--- src/rtl/fetch_unit.sv ---
// Instruction-fetch stage: PC register, sync-read imem port, prefetch FIFO and a
// valid/ready decode interface with redirect flush. Optional macro: FETCH_PERF_CNT_EN.
module fetch_unit #(
  parameter int                ADDR_W      = 32,
  parameter int                INSTR_W     = 32,
  parameter int                INSTR_BYTES = 4,
  parameter int                FIFO_DEPTH  = 4,
  parameter logic [ADDR_W-1:0] RESET_PC    = '0
) (
  input  logic               clk,
  input  logic               rst_n,
  input  logic               redirect_valid,
  input  logic [ADDR_W-1:0]  redirect_pc,
  output logic               imem_req,
  output logic [ADDR_W-1:0]  imem_addr,
  input  logic [INSTR_W-1:0] imem_rdata,
  output logic               out_valid,
  input  logic               out_ready,
  output logic [INSTR_W-1:0] out_instr,
`ifdef FETCH_PERF_CNT_EN
  output logic [ADDR_W-1:0]  out_pc,
  output logic [31:0]        perf_fetch_cnt,
  output logic [31:0]        perf_flush_cnt
`else
  output logic [ADDR_W-1:0]  out_pc
`endif
);

  localparam int PTR_W = $clog2(FIFO_DEPTH);
  localparam int CNT_W = PTR_W + 1;

  logic [ADDR_W-1:0]  pc;
  logic [ADDR_W-1:0]  tag_pc;
  logic               inflight;
  logic [INSTR_W-1:0] fifo_instr [FIFO_DEPTH];
  logic [ADDR_W-1:0]  fifo_pc    [FIFO_DEPTH];
  logic [PTR_W-1:0]   rd_ptr;
  logic [PTR_W-1:0]   wr_ptr;
  logic [CNT_W-1:0]   count;
  logic [CNT_W:0]     credit_used;
  logic               pop;
  logic               push;
  logic               issue;

  // Credits count both queued entries and the fetch still in flight, so the
  // response of every issued request always has a free slot waiting for it.
  always_comb begin
    out_valid   = (count != '0) & ~redirect_valid;
    pop         = out_valid & out_ready;
    push        = inflight & ~redirect_valid;
    credit_used = {1'b0, count} + (CNT_W+1)'(inflight) - (CNT_W+1)'(pop);
    issue       = rst_n & ~redirect_valid & (credit_used < (CNT_W+1)'(FIFO_DEPTH));
    imem_req    = issue;
    imem_addr   = pc;
    out_instr   = fifo_instr[rd_ptr];
    out_pc      = fifo_pc[rd_ptr];
  end

  always_ff @(posedge clk) begin
    if (!rst_n) begin
      pc       <= RESET_PC;
      tag_pc   <= '0;
      inflight <= 1'b0;
      rd_ptr   <= '0;
      wr_ptr   <= '0;
      count    <= '0;
    end else if (redirect_valid) begin
      pc       <= redirect_pc;
      inflight <= 1'b0;
      rd_ptr   <= '0;
      wr_ptr   <= '0;
      count    <= '0;
    end else begin
      if (issue) begin
        pc     <= pc + ADDR_W'(INSTR_BYTES);
        tag_pc <= pc;
      end
      inflight <= issue;
      if (push) wr_ptr <= wr_ptr + 1'b1;
      if (pop)  rd_ptr <= rd_ptr + 1'b1;
      count <= count + CNT_W'(push) - CNT_W'(pop);
    end
  end

  // Storage needs no reset: entries are only visible once count covers them.
  always_ff @(posedge clk) begin
    if (rst_n && push) begin
      fifo_instr[wr_ptr] <= imem_rdata;
      fifo_pc[wr_ptr]    <= tag_pc;
    end
  end

`ifdef FETCH_PERF_CNT_EN
  always_ff @(posedge clk) begin
    if (!rst_n) begin
      perf_fetch_cnt <= '0;
      perf_flush_cnt <= '0;
    end else begin
      if (pop) perf_fetch_cnt <= perf_fetch_cnt + 32'd1;
      if (redirect_valid) perf_flush_cnt <= perf_flush_cnt + 32'(count) + 32'(inflight);
    end
  end
`endif

endmodule

--- config.mk ---
export PLATFORM = sky130hd
export DESIGN_NAME = fetch_unit
export DESIGN_NICKNAME = d
export VERILOG_FILES = /design/src/rtl/fetch_unit.sv
export SDC_FILE = /design/constraint.sdc
export NUM_CORES = 1
export LEC_CHECK = 0
export CAP_MARGIN = 10
export CORE_MARGIN = 10
export CORE_UTILIZATION = 37
export CTS_CLUSTER_DIAMETER = 120
export DETAILED_ROUTE_END_ITERATION = 8
export PLACE_DENSITY = 0.69
export REMOVE_ABC_BUFFERS = 1
export SYNTH_ARGS = -nofsm -noshare
export SYNTH_HDL_FRONTEND = slang
export SYNTH_SLANG_ARGS = --single-unit
--- constraint.sdc ---
create_clock -name clk -period 11.9 [get_ports clk]
set_input_delay 2.975 -clock clk [delete_from_list [all_inputs] [get_ports clk]]
set_output_delay 2.975 -clock clk [all_outputs]
set_load 0.05 [all_outputs]
# Word level (Yosys, flattened, before mapping)
# Memory sizes are Yosys's and may differ from the RTL's. A register that Yosys moved wholly into a read port is not among the register bits.
# Cells that the tools add are included.
# word_totals
ff_bits	72
ram_bits	256
n_memories	2
word_cells	36
# mem_list
memory	depth	width	rd	rd_clocked_by_memory_dff	wr	line	text
fifo_instr	4	32	1	1	1	35	logic [INSTR_W-1:0] fifo_instr [FIFO_DEPTH];
fifo_pc	4	32	1	1	1	36	logic [ADDR_W-1:0] fifo_pc [FIFO_DEPTH];
# classes
reduce_logical	5
bitwise_logic	7
addsub	7
muxes	8
order_cmp	1
# ops
op	count
$mux 32	2
$add 32x3->32 const B	1
$mux 2	4
$and 1x1->1	5
$add 2x1->2 const B	2
$add 3x1->4	1
$lt 4x3->1 const B	1
$sub 4x1->4	1
$add 3x1->3	1
$reduce_bool 3->1	1
$sub 3x1->3	1
$mux 1	2
$not 1->1	2
$reduce_and 2->1	1
$reduce_bool 2->1	1
$reduce_or 2->1	1
$logic_and 1x1->1	1

# Longest topological paths before layout
# Gate-level depths: netlist of run 1.
# logic_depth
word_depth	8
depth_mapped	12
mapped_depth_nobuf	10

# Worst setup path before layout of run 1
# OpenSTA, ideal clock, no wires.
# synth_path
path_kind	input-to-output
from	in redirect_valid
to	out imem_req
path_slack_ns	3.608
arrival_ns	5.317
path_buffers	3
path_stages	11
cell_sequence	clkbuf_1 > nor3b_1 > ha_1 > inv_1 > ha_1 > and3b_4 > o21ai_2 > nand3_1 > buf_2 > buf_2 > inv_1
# synth_via
elab_chain_cells	6
# synth_rtl
element	line	text
start: declaration	12	input logic redirect_valid,
$not 1->1	48	out_valid = (count != '0) & ~redirect_valid;
$and 1x1->1	48	
$and 1x1->1	49	pop = out_valid & out_ready;
via pop	41	logic pop;
$sub 4x1->4	51	credit_used = {1'b0, count} + (CNT_W+1)'(inflight) - (CNT_W+1)'(pop);
$lt 4x3->1	52	issue = rst_n & ~redirect_valid & (credit_used < (CNT_W+1)'(FIFO_DEPTH));
$and 1x1->1	52	
end: declaration	14	output logic imem_req,
# The timed path passes the listed nets, and every way through them passes these cells.

# Worst setup path in the final report of run 1
# Ends and elaborated chain as after synthesis.

==> metrics.yaml, run 1 <==
synthesis:
  synth_area_um2: 12800
  synth_area_per_cell_um2: 17.9
  ys_types: 51
  synth_ff_type: "edfxtp_1"
  synth_edf_count: 256
  yosysSeqAreaShare: 0.715
  synthCells: 715
  async_reset_ff_frac: 0
  ys_seq_elements: 330
  yosysWarnings: 0
power:
  seqPwrFrac: 0.508
  p_int_mw: 1.97
  clkPwrFrac: 0.429
  p_switching_uw: 546
  p_leak_nw: 5.22
  p_per_area_nw_per_um2: 156
  peakVddDrop_mv: 0.149
  power_frac_comb: 0.063
  switching_share: 0.217
routing:
  wl_um: 29600
  via_count: 6938
  vias_per_cell: 5.05
  wl_per_cell_um: 21.5
  drtIter0Drc: 318
  antenna_left: 0
  drc: 0
  dr.pass1.iters: 4
hold_path:
  hold_class: "reg2reg"
  min_from: "tag_pc[24]$_SDFFE_PN0P_"
global_routing:
  antenna_found_initial: 0
  grt_pass1_vias: 7245
  track_usage: 0.139
  top_usage_layer: "met2"
  gr-usage-met1: 0.184
  grt_pass1_wl_um: 45200
  grt_max_degree: 67
  met2_usage: 0.222
  met3_usage: 0.0351
  grt_overflow: 0
placement:
  dp.cells: 1307
  place_area_um2: 15000
  io_buffer_count: 165
  gp_congestion: 0.722
  place_ws_ns: 2.62
  post-dp-hpwl_um: 18700
sta:
  setup_violations: 0
  fin_crit_sh: 0.780
  finalClockSkew_ns: 0.0268
  fmaxAchievable_ghz: 0.108
  grt_setup_unrepaired: "false"
  slew_viol_final: 0
  fin_ws_ns: 2.61
  slew_headroom: 0.290
  worst_slew_pin_slew_ns: 1.07
  tns_ns: 0
  finalCriticalPeriod_ns: 9.29
  hold_violations: 0
cts:
  clk_latency_ns: 0.52
  htreeDepth: 2
  cts_resized: 0
  root_buffer: "clkbuf_16"
  clk_pin_slew_worst_paths_ns: 0.06
  cts.sinks: 330
  numCtsBuffers: 36
  clock_path_buffers: 3
  post_cts.repair.setup_buffers: 0
  cts_tree: "built"
  cts_hold_buffers: 0
floorplan:
  dieArea_um2: 42500
  row_count: 68
  start_util: 0.373
  die_h_um: 206
  die_w_um: 206
  core_um2: 34400
  io_pins: 166
layout:
  nets: 969
  final_area_um2: 16100
  drive_gt1_frac: 0.161
  fin_util: 0.469
  layout.cells.non_filler: 1373
  area_growth_pct: 25.8
  num_antenna_cells: 0
setup_path:
  crit_end: "imem_req"
  required_ns: 8.93
  crit_buf_inv: 5
  slowest_stage: "clkdlybuf4s50_1"
  end_kind: "output pin"
  crit_arrival_ns: 6.31
  cp_cell_sequence: "clkdlybuf4s50_1 > buf_4 > nor3b_1 > ha_1 > inv_1 > ha_1 > and3b_4 > o21ai_2 > nand3_2 > inv_1 > clkdlybuf4s50_1"
  cp_top_family: "buffers and inverters"
  crit_start: "redirect_valid"
  crit_cells: 11
  r2r-start: "count[2]$_SDFF_PP0_"
  path_max_fanout: 16
  r2r_end: "imem_addr[31]$_SDFFE_PN0P_"
  critPathLaunchType: "primary input"
  setup.worst_path.class: "in2out"
  max_stage_delay_ns: 0.80
  worst_r2r_path_depth: 10
  reg2reg_setup_slack_ns: 8.27
run:
  drv_cap: 0
status:
  outcome: "completed"
## placed cells by master, fill, tap and decap left out, types with 4 or more instances in the layout
master and n:
clkdlybuf4s50_1 164, nor2b_1 35, nand3_1 9, o21ai_0 33, mux4_2 64, buf_4 9
xor2_1 20, clkinv_1 8, nand4_1 4, and2_1 4, nor2_1 14, mux2i_1 36
clkbuf_1 10, a31oi_1 5, a21oi_1 17, edfxtp_1 256, nand2_1 12, o2111ai_1 10
dfxtp_1 72, and3_4 4, xnor2_1 7, ha_1 10, o211ai_1 4, inv_1 15
clkbuf_16 37
## registers in the layout, summed over array words and instances, names as in the netlist, named ones only
signal,count
tag_pc,32
inflight,1
wr_ptr,2
fifo_instr,128
rd_ptr,2
imem_addr,32
fifo_pc,128
count,3
## synth_stat cells, types with 2 or more instances
library cell / n / share of area
a21oi_1: 17 / 0.0066
a31oi_1: 5 / 0.0024
and2_1: 4 / 0.0020
and3_1: 5 / 0.0024
buf_2: 10 / 0.0039
buf_4: 3 / 0.0018
clkbuf_1: 24 / 0.0070
dfxtp_1: 74 / 0.12
edfxtp_1: 256 / 0.60
ha_1: 10 / 0.0098
inv_1: 15 / 0.0044
mux2i_1: 36 / 0.028
mux4_2: 64 / 0.11
nand2_1: 12 / 0.0035
nand2b_1: 2 / 0.00098
nand3_1: 10 / 0.0039
nand3b_1: 2 / 0.0012
nand4_1: 4 / 0.0020
nand4_2: 3 / 0.0029
nor2_1: 14 / 0.0041
nor2b_1: 35 / 0.017
nor3_1: 3 / 0.0012
nor3_4: 2 / 0.0025
nor4_1: 2 / 0.00098
o2111ai_1: 10 / 0.0068
o211ai_1: 4 / 0.0023
o21ai_0: 33 / 0.013
o21ba_2: 3 / 0.0023
o31ai_1: 3 / 0.0018
or3_1: 2 / 0.00098
or4_1: 3 / 0.0018
xnor2_1: 7 / 0.0048
xor2_1: 20 / 0.014
## logic make-up after synthesis
group | count (synthesis) | share of synthesized area
mux | 100 | 0.141
buf+inv | 53 | 0.0174
simple gates | 111 | 0.0550
flops | 330 | 0.715
fa+ha+maj | 11 | 0.0113
xor+xnor | 28 | 0.0197
compound gates | 82 | 0.0409
## through the flow
step | power, mW | hold slack (ns)
global route | 2.61 | 0.527
finish | 2.52 | 0.507
floorplan | 1.38 | 0.460
CTS | 2.56 | 0.509
detailed placement | 1.46 | 0.495
global placement | 1.46 | 0.478
## power groups by stage
stage	registers [mW]	clock network, mW	logic [mW]
after CTS	1.28	1.12	0.162
after detailed placement	1.30	0	0.161
after floorplan	1.32	0	0.0625
final	1.28	1.08	0.160
after global placement	1.30	0	0.159
after global routing	1.28	1.16	0.170
## layout make-up
type | count | area, um^2
fillers | 2974 | 18200
flip-flops and latches | 330 | 9180
multi-input cells | 332 | 3450
repair buffers | 174 | 1710
clock buffers | 49 | 991
well taps | 455 | 569
clock inverters | 17 | 163
inverters | 16 | 60.1
## per-layer routing
layer | vias up | part of all wire
li1 | 3173 | -
met1 | 3526 | 0.44
met2 | 200 | 0.48
met3 | 39 | 0.068
met4 | 0 | 0.018
met5 | - | 0
## worst min-delay path by stage
| stage | to | slack, ns | depth (start not counted) |
|---|---|---|---|
| finish | fifo_pc[2][24]$_DFFE_PP_ | 0.51 | 0 |
| global route | fifo_pc[3][8]$_DFFE_PP_ | 0.53 | 0 |
| CTS | fifo_pc[2][24]$_DFFE_PP_ | 0.51 | 0 |
| detailed placement | fifo_pc[2][16]$_DFFE_PP_ | 0.50 | 0 |
| global placement | fifo_pc[2][24]$_DFFE_PP_ | 0.48 | 0 |
| floorplan | fifo_pc[0][0]$_DFFE_PP_ | 0.46 | 0 |
(Power assumes the default switching activity.)
==> run 2, diff against run 1 <==
- clock period: 11.9 -> 8.79 ns (I/O delays scaled with it)
==> run 2 against run 1 <==
Net effect:
- register-to-register slack worse by 3.0 ns
- combinational power is 34% higher
- core utilization hardly changed
- via count is 0.25% higher
- cell count is 0.29% lower
- cell area hardly changed
- critical path depth stayed put
- flip-flop and latch count stayed put
- highest routed layer is now met5
==> metrics.yaml, run 2 (same netlist as run 1, synthesis figures left out) <==
floorplan:
  io_pins: 166
  die_w_um: 206
  row_count: 68
  die_h_um: 206
  start_util: 0.373
  dieArea_um2: 42500
  core_um2: 34400
power:
  power_mw: 3.41
  peakVddDrop_mv: 0.124
  p_per_area_nw_per_um2: 211
  p_leak_nw: 5.21
hold_path:
  hold_class: "reg2reg"
sta:
  slew_headroom: 0.280
  finalClockSkew_ns: 0.0193
  grt_setup_unrepaired: "false"
  setup_violations: 0
  slew_viol_final: 0
  fin_crit_sh: 0.799
  worst_slew_pin_slew_ns: 1.08
  hold_violations: 0
  tns_ns: 0
  fmaxAchievable_ghz: 0.142
  finalCriticalPeriod_ns: 7.03
routing:
  antenna_left: 0
  drtIter0Drc: 338
  vias_per_cell: 5.08
  wl_um: 29300
  via_count: 6955
  wl_per_cell_um: 21.4
  drc: 0
  dr.pass1.iters: 5
global_routing:
  grt_pass1_wl_um: 44400
  track_usage: 0.137
  antenna_found_initial: 1
  grt_overflow: 0
  grt_max_degree: 67
  grt_pass1_vias: 7298
setup_path:
  setup.worst_path.class: "in2out"
  crit_arrival_ns: 4.83
  path_max_fanout: 16
  critPathLaunchType: "primary input"
  crit_buf_inv: 5
  end_kind: "output pin"
  cp_cell_sequence: "clkdlybuf4s50_1 > buf_4 > nor3b_1 > ha_1 > inv_1 > ha_1 > and3b_4 > o21ai_2 > nand3_2 > inv_1 > buf_4"
  slowest_stage: "nor3b_1"
  max_stage_delay_ns: 0.51
  cp_top_family: "buffers and inverters"
  required_ns: 6.59
cts:
  post_cts.repair.setup_buffers: 0
  clock_path_buffers: 3
  cts_resized: 0
  clk_pin_slew_worst_paths_ns: 0.06
  htreeDepth: 2
  cts.sinks: 330
  numCtsBuffers: 36
  cts_tree: "built"
  clk_latency_ns: 0.51
  cts_hold_buffers: 0
  root_buffer: "clkbuf_16"
layout:
  num_antenna_cells: 0
  nets: 969
  final_cell_mix: "edfxtp_1, clkdlybuf4s50_1, dfxtp_1"
  area_growth_pct: 25.7
  drive_gt1_frac: 0.162
  top_regs: "fifo_instr: 128 flops, fifo_pc: 128 flops"
  layout_commonest_cell: "edfxtp_1"
placement:
  post-dp-hpwl_um: 18500
  gp_congestion: 0.726
  io_buffer_count: 165
status:
  outcome: "completed"
run:
  drv_cap: 0
==> run 2: cell count changes in the layout (fill, tap and decap cells not counted) <==
| cell | before | now |
|---|---|---|
| bufinv_16 | 3 | 4 |
| buf_4 | 9 | 10 |
| clkbuf_8 | 2 | 0 |
| clkinv_1 | 8 | 5 |
| clkinv_4 | 0 | 2 |
| inv_6 | 2 | 0 |
| clkdlybuf4s50_1 | 164 | 163 |
==> run 2: layout make-up <==
| cell class | instances | area, um^2 |
|---|---|---|
| multi-input combinational | 332 | 3450 |
| tap | 455 | 569 |
| inverter | 16 | 60.1 |
| sequential | 330 | 9180 |
| clock buffer | 47 | 963 |
| timing repair buffer | 174 | 1710 |
| clock inverter | 15 | 181 |
| fill | 2994 | 18300 |
==> run 2: per-stage QoR <==
stage | setup slack [ns] | utilization | instance area, um^2 | cells | hold slack, ns
floorplan | 1.08 | - | 12700 | 678 | 0.460
global placement | 1.75 | 0.436 | 15000 | 1307 | 0.478
detailed placement | 1.77 | 0.436 | 15000 | 1307 | 0.496
CTS | 1.75 | 0.469 | 16100 | 1369 | 0.507
global route | 1.55 | 0.469 | 16100 | 1369 | 0.525
finish | 1.76 | 0.469 | 16100 | 1369 | 0.505
==> run 2: metal layers <==
| metal | part of all wire | global-route usage | vias to the layer above |
|---|---|---|---|
| met1 | 0.43 | 0.179 | 3551 |
| met5 | 0.00068 | 0 | - |
| li1 | - | - | 3172 |
| met3 | 0.072 | 0.0382 | 44 |
| met4 | 0.020 | 0.0334 | 2 |
| met2 | 0.47 | 0.223 | 186 |
==> run 2: power by group <==
group | switching [mW] | internal [mW] | leakage, nW
Clock | 0.573 | 0.889 | 0.548
Sequential | 0.0298 | 1.70 | 2.87
Combinational | 0.128 | 0.0875 | 1.80
Total | 0.731 | 2.68 | 5.21
==> run 2: worst paths after layout <==
path                                 from                          to  slack (ns)  cells after the start
setup / recovery           redirect_valid                    imem_req        1.76                     11
hold / removal    tag_pc[30]$_SDFFE_PN0P_    fifo_pc[0][30]$_DFFE_PP_        0.51                      0
setup reg to reg      count[2]$_SDFF_PP0_  imem_addr[31]$_SDFFE_PN0P_        5.23                     10
hold reg to reg   tag_pc[30]$_SDFFE_PN0P_    fifo_pc[0][30]$_DFFE_PP_        0.51                      0
==> edit 1: new RTL, config.mk and constraints of run 2 <==
Change the parameter `ADDR_W` from 32 to 48.
--- a/src/rtl/fetch_unit.sv
+++ b/src/rtl/fetch_unit.sv
@@ -3,3 +3,3 @@
 module fetch_unit #(
-  parameter int                ADDR_W      = 32,
+  parameter int                ADDR_W      = 48,
   parameter int                INSTR_W     = 32,
Interface: changed (resized imem_addr, out_pc and redirect_pc); port bits go from 166 to 214. No check against the original RTL was run, so the function may have changed too.
==> edit 1 against run 2 <==
Sequential cell count grew 96; clock power grew 30%; routed wire length grew 48%; design area grew 30%; register-to-register slack lost 30 ps; combinational power grew 36%; area after synthesis grew 30%; power grew 30%; worst setup slack lost 190 ps; core utilization grew 0.25 points; non-clock buffer count grew 53; critical path type unchanged; critical endpoint unchanged.
==> edit 1: results (changes against run 2) <==
* HPWL after detailed placement at 27200 um (+47%)
* Switching Power at 0.000997 W (+37%)
* Synthesized instance count at 1048 (+47%)
* Wire length on met1 at 18400 um (+45%)
* GR Layer Usage met3 at 4.26% (+0.44 points)
* Data arrival time of the worst path at 5020 ps (+190 ps)
* Slew Limit Headroom at 35.8% (+7.8 points)
* Longest individual stage delay on the worst path at 580 ps (+70 ps)
* Wire length on met2 at 21100 um (+52%)
* Instance area after placement at 19400 sq um (+30%)
* Largest net degree at the start of global routing at 58 (-13%)
* Total Routing Usage GR at 15.7% (+2.0 points)
* Source-to-sink clock delay at the later pin of the worst-skew pair at 560 ps (+50 ps)
* Pre-CTS setup slack at 1580 ps (-190 ps)
* Routability Congestion at 0.768 (+5.9%)
* Wire length of the first global-routing pass at 64700 um (+46%)
* Buffers added on ports at 213 (+29%)
* Iteration-0 DRC Markers at 825 (+140%)
* FF-to-FF setup slack at 5200 ps (-30 ps)
* Post-detailed-route via-to-cell ratio at 5.27 (+3.8%)
* Biggest registers after layout: fifo_pc x192, fifo_instr x128
* Run status: complete, no violations
* Met1 global-route usage at 20.1% (+2.2 points)
* Maximum fanout count along the critical path at 20 (+4)
* Via count of the first global-routing pass at 10039 (+38%)
* Maximum vdd ir drop at 0.120 mV (-3.0%)
* Total length of routed wires at 43300 um (+48%)
* Kind of cell with the highest combined delay on the critical path: simple AND/OR/NAND/NOR gates
* Share of cells above drive strength 1 at 15.0% (-1.2 points)
* Max Clock Skew at 12.5 ps (-6.76 ps)
* Cell leakage power at 6.38 nW (+22%)
* Worst-case setup margin in the final layout at 1570 ps (-190 ps)
* Critical-path cell with the highest stage delay: sky130_fd_sc_hd__nor4_2
-- edit 1: changes by cell type in the layout (fill, tap and decap cells not counted), moves of 32 or more --
| cell | change |
|---|---|
| sky130_fd_sc_hd__mux2i_1 | -33 |
| sky130_fd_sc_hd__clkdlybuf4s50_1 | +49 |
| sky130_fd_sc_hd__nand2_1 | +110 |
| sky130_fd_sc_hd__nor2b_1 | -34 |
| sky130_fd_sc_hd__dfxtp_1 | +32 |
| sky130_fd_sc_hd__a21oi_1 | +69 |
| sky130_fd_sc_hd__edfxtp_1 | +64 |
-- edit 1: power groups by stage --
stage,Combinational (W),Sequential (W),Clock (W)
floorplan,0.000106,0.00231,0
global placement,0.000291,0.00228,0
detailed placement,0.000294,0.00228,0
CTS,0.000296,0.00224,0.00194
global route,0.000309,0.00224,0.00202
finish,0.000292,0.00224,0.00190
-- edit 1: cell type report --
| type | instances | area [sq um] |
|---|---|---|
| Antenna cell | 1 | 2.50 |
| Clock buffer | 63 | 1270 |
| Clock inverter | 18 | 204 |
| Fill cell | 3844 | 23400 |
| Inverter | 16 | 60.1 |
| Multi-Input combinational cell | 540 | 4620 |
| Sequential cell | 426 | 11700 |
| Tap cell | 592 | 741 |
| Timing Repair Buffer | 227 | 2250 |
-- edit 1: worst paths after layout --
check                      start            end
setup / recovery  redirect_valid       imem_req
hold / removal        tag_pc[23]     tag_pc[23]
setup reg to reg        count[1]  imem_addr[47]
hold reg to reg       tag_pc[23]     tag_pc[23]
-- edit 1: logic make-up after synthesis --
group           after synthesis  share of synthesized area (%)
fa+ha+maj                    11                          0.871
compound gates              177                           6.86
flops                       426                           70.4
mux                          83                           11.0
xor+xnor                     41                           2.16
buf+inv                      82                           2.05
simple gates                228                           6.63
==> edit 2: new RTL, settings of run 2 <==
Made on the original files. Build with the macro `FETCH_PERF_CNT_EN` defined.
--- a/src/rtl/fetch_unit.sv
+++ b/src/rtl/fetch_unit.sv
@@ -2,2 +2,4 @@
 // valid/ready decode interface with redirect flush. Optional macro: FETCH_PERF_CNT_EN.
+`define FETCH_PERF_CNT_EN
+
 module fetch_unit #(
Behaviour (old outputs only; new: perf_fetch_cnt and perf_flush_cnt): unchanged (equiv_simple and equiv_induct, registers matched by name and starting in step).
==> edit 2 against run 2 <==
Critical path depth grew 2; combinational power increased by 9.3%; register-to-register slack got worse by 40 ps; die area up 19%; core utilization increased by 0.76 points; worst setup slack better by 100 ps; area after synthesis rose by 21%; sequential cell count up 64; power is 19% higher; routed wire length up 34%; design area grew 23%; critical endpoint unchanged.
==> edit 2: results (changes against run 2) <==
* Total length of routed wires at 39300 um (+34%)
* Post-detailed-route via-to-cell ratio at 5.18 (+1.9%)
* Source-to-sink clock delay at the later pin of the worst-skew pair at 560 ps (+50 ps)
* Largest net degree at the start of global routing at 98 (+46%)
* FF-to-FF setup slack at 5190 ps (-40 ps)
* Hold Slack at 492 ps (-13.3 ps)
* Initial core utilization at 37.3% (about the same)
* Endpoint of the worst register-to-register path: tag_pc[3]
* Run status: complete, no violations
* Maximum fanout count along the critical path at 20 (+4)
* Routability Congestion at 0.797 (+9.8%)
* Share of cells above drive strength 1 at 12.2% (-4.0 points)
* Residual DRC at 0 (unchanged)
* Slew @ Worst Pin at 1140 ps (+58.2 ps)
* Worst-path clk slew at 60 ps (about the same)
* Largest buffer count on any clock path at 3 (unchanged)
* Length of the first detailed-routing pass in iterations at 4 (-1)
* Min-Delay Endpoint: perf_flush_cnt[31]
* Total clock network power at 0.00181 W (+24%)
* Master cell of the clock root buffer: sky130_fd_sc_hd__clkbuf_16
* Biggest registers after layout: fifo_instr x128, fifo_pc x128
* Final net count at 1373 (+42%)
* Share of total power consumed by net switching at 22.2% (+0.79 points)
* Postcts setup bufs at 0 (unchanged)
* Quantity of gates resized following cts at 0 (unchanged)
* RR Startpoint: count[1]
* Cts bufs inserted at 43 (+19%)
* Data arrival time of the worst path at 4730 ps (-100 ps)
* Worst min-delay path class: reg2reg
* Post-synth EDFFs at 256 (unchanged)
* Worst hold path stage count at 2 (+2)
* Instance area after placement at 18500 sq um (+23%)
* Total number of yosys warnings at 0 (unchanged)
* Number of buffers added to fix hold violations after cts at 0 (unchanged)
* HPWL after detailed placement at 24800 um (+34%)
* Buffers added on ports at 229 (+39%)
* Share of synthesized flip-flops with an asynchronous set or reset at 0% (unchanged)
* Primary flip-flop cell chosen by synthesis mapping: sky130_fd_sc_hd__edfxtp_1
* # H-tree levels at 2 (unchanged)
* Worst-case reg-to-reg path depth at 13 (+3)
* Maximum vdd ir drop at 0.107 mV (-14%)
* Main area contributors after synthesis: sky130_fd_sc_hd__edfxtp_1, sky130_fd_sc_hd__dfxtp_1, sky130_fd_sc_hd__mux4_2
* Max Clock Skew at 15.0 ps (-4.33 ps)
* Antenna Cells at 0 (unchanged)
* Iteration-0 DRC Markers at 643 (+90%)
* Count of filler cells inserted in the layout at 3635 (+21%)
* Synth top cells by count: sky130_fd_sc_hd__edfxtp_1, sky130_fd_sc_hd__dfxtp_1, sky130_fd_sc_hd__nor2_1
* Worst Hold Launch: perf_flush_cnt[31]
* Via count of the first global-routing pass at 10088 (+38%)
* Sequential power at 0.00203 W (+17%)
* Initial antenna violation count at 5 (+4)
* Cell leakage power at 6.49 nW (+25%)
* Total Routing Usage GR at 15.4% (+1.6 points)
* Portion of the post-synthesis area used by sequential elements at 67.1% (-4.4 points)
* Wire length of the first global-routing pass at 60100 um (+35%)
* Synth cell types at 52 (+2.0%)
* Power per unit of standard cell area at 205 nW/um^2 (-3.3%)
edit 2: cell count changes in the layout (fill, tap and decap cells not counted), moves of 22 or more:
| cell | before | now |
|---|---|---|
| sky130_fd_sc_hd__nand4_1 | 4 | 27 |
| sky130_fd_sc_hd__nor2b_1 | 35 | 1 |
| sky130_fd_sc_hd__xnor2_1 | 7 | 29 |
| sky130_fd_sc_hd__clkdlybuf4s50_1 | 163 | 228 |
| sky130_fd_sc_hd__dfxtp_1 | 72 | 136 |
| sky130_fd_sc_hd__nor2_1 | 14 | 104 |
| sky130_fd_sc_hd__xor2_1 | 20 | 47 |
edit 2: area by class of cell:
| class | instances | area, sq um | area share (%) |
|---|---|---|---|
| clock inverters | 21 | 258 | 1.30 |
| well taps | 539 | 674 | 3.39 |
| clock buffers | 58 | 1160 | 5.84 |
| inverters | 23 | 87.6 | 0.440 |
| multi-input cells | 586 | 4870 | 24.5 |
| flip-flops and latches | 394 | 10500 | 52.6 |
| repair buffers | 241 | 2390 | 12.0 |
edit 2: cell families (layout without fill, tap and decap cells):
family	Yosys count	count (layout)	share of synthesized area [%]
fa+ha+maj	16	16	1.43
buf+inv	75	343	1.91
simple gates	281	281	9.36
flops	394	394	67.1
compound gates	110	110	4.15
mux	103	103	11.8
xor+xnor	76	76	4.27
edit 2: layer usage:
metal / vias up / wire, um / global-route usage [%]
met5: - / 68 / 0
met4: 10 / 707 / 4.60
met3: 59 / 3160 / 4.93
met2: 276 / 18900 / 25.8
met1: 4805 / 16400 / 18.6
li1: 4487 / - / -
edit 2: worst max path at each step:
stage / start / to / slack, ps / depth (start not counted)
final: redirect_valid / imem_req / 1860 / 13
after global routing: redirect_valid / imem_req / 1740 / 13
after CTS: redirect_valid / imem_req / 1860 / 13
after detailed placement: redirect_valid / imem_req / 1880 / 13
after global placement: redirect_valid / imem_req / 1890 / 13
after floorplan: redirect_valid / imem_req / -1810 / 8
edit 2: through the flow:
stage	worst slack, ps	instances
finish	1860	1862
global route	1740	1862
CTS	1860	1862
detailed placement	1880	1783
global placement	1890	1783
floorplan	-1810	1003
edit 2: worst max-delay path: stages:
cell and delay [ps]:
sky130_fd_sc_hd__clkdlybuf4s50_1 400, sky130_fd_sc_hd__buf_4 220, sky130_fd_sc_hd__nor3b_1 230, sky130_fd_sc_hd__buf_4 200
sky130_fd_sc_hd__ha_1 160, sky130_fd_sc_hd__inv_1 40, sky130_fd_sc_hd__ha_1 260, sky130_fd_sc_hd__and3b_4 200
sky130_fd_sc_hd__o21a_1 170, sky130_fd_sc_hd__buf_4 170, sky130_fd_sc_hd__o21ai_4 190, sky130_fd_sc_hd__inv_1 100
sky130_fd_sc_hd__buf_12 160
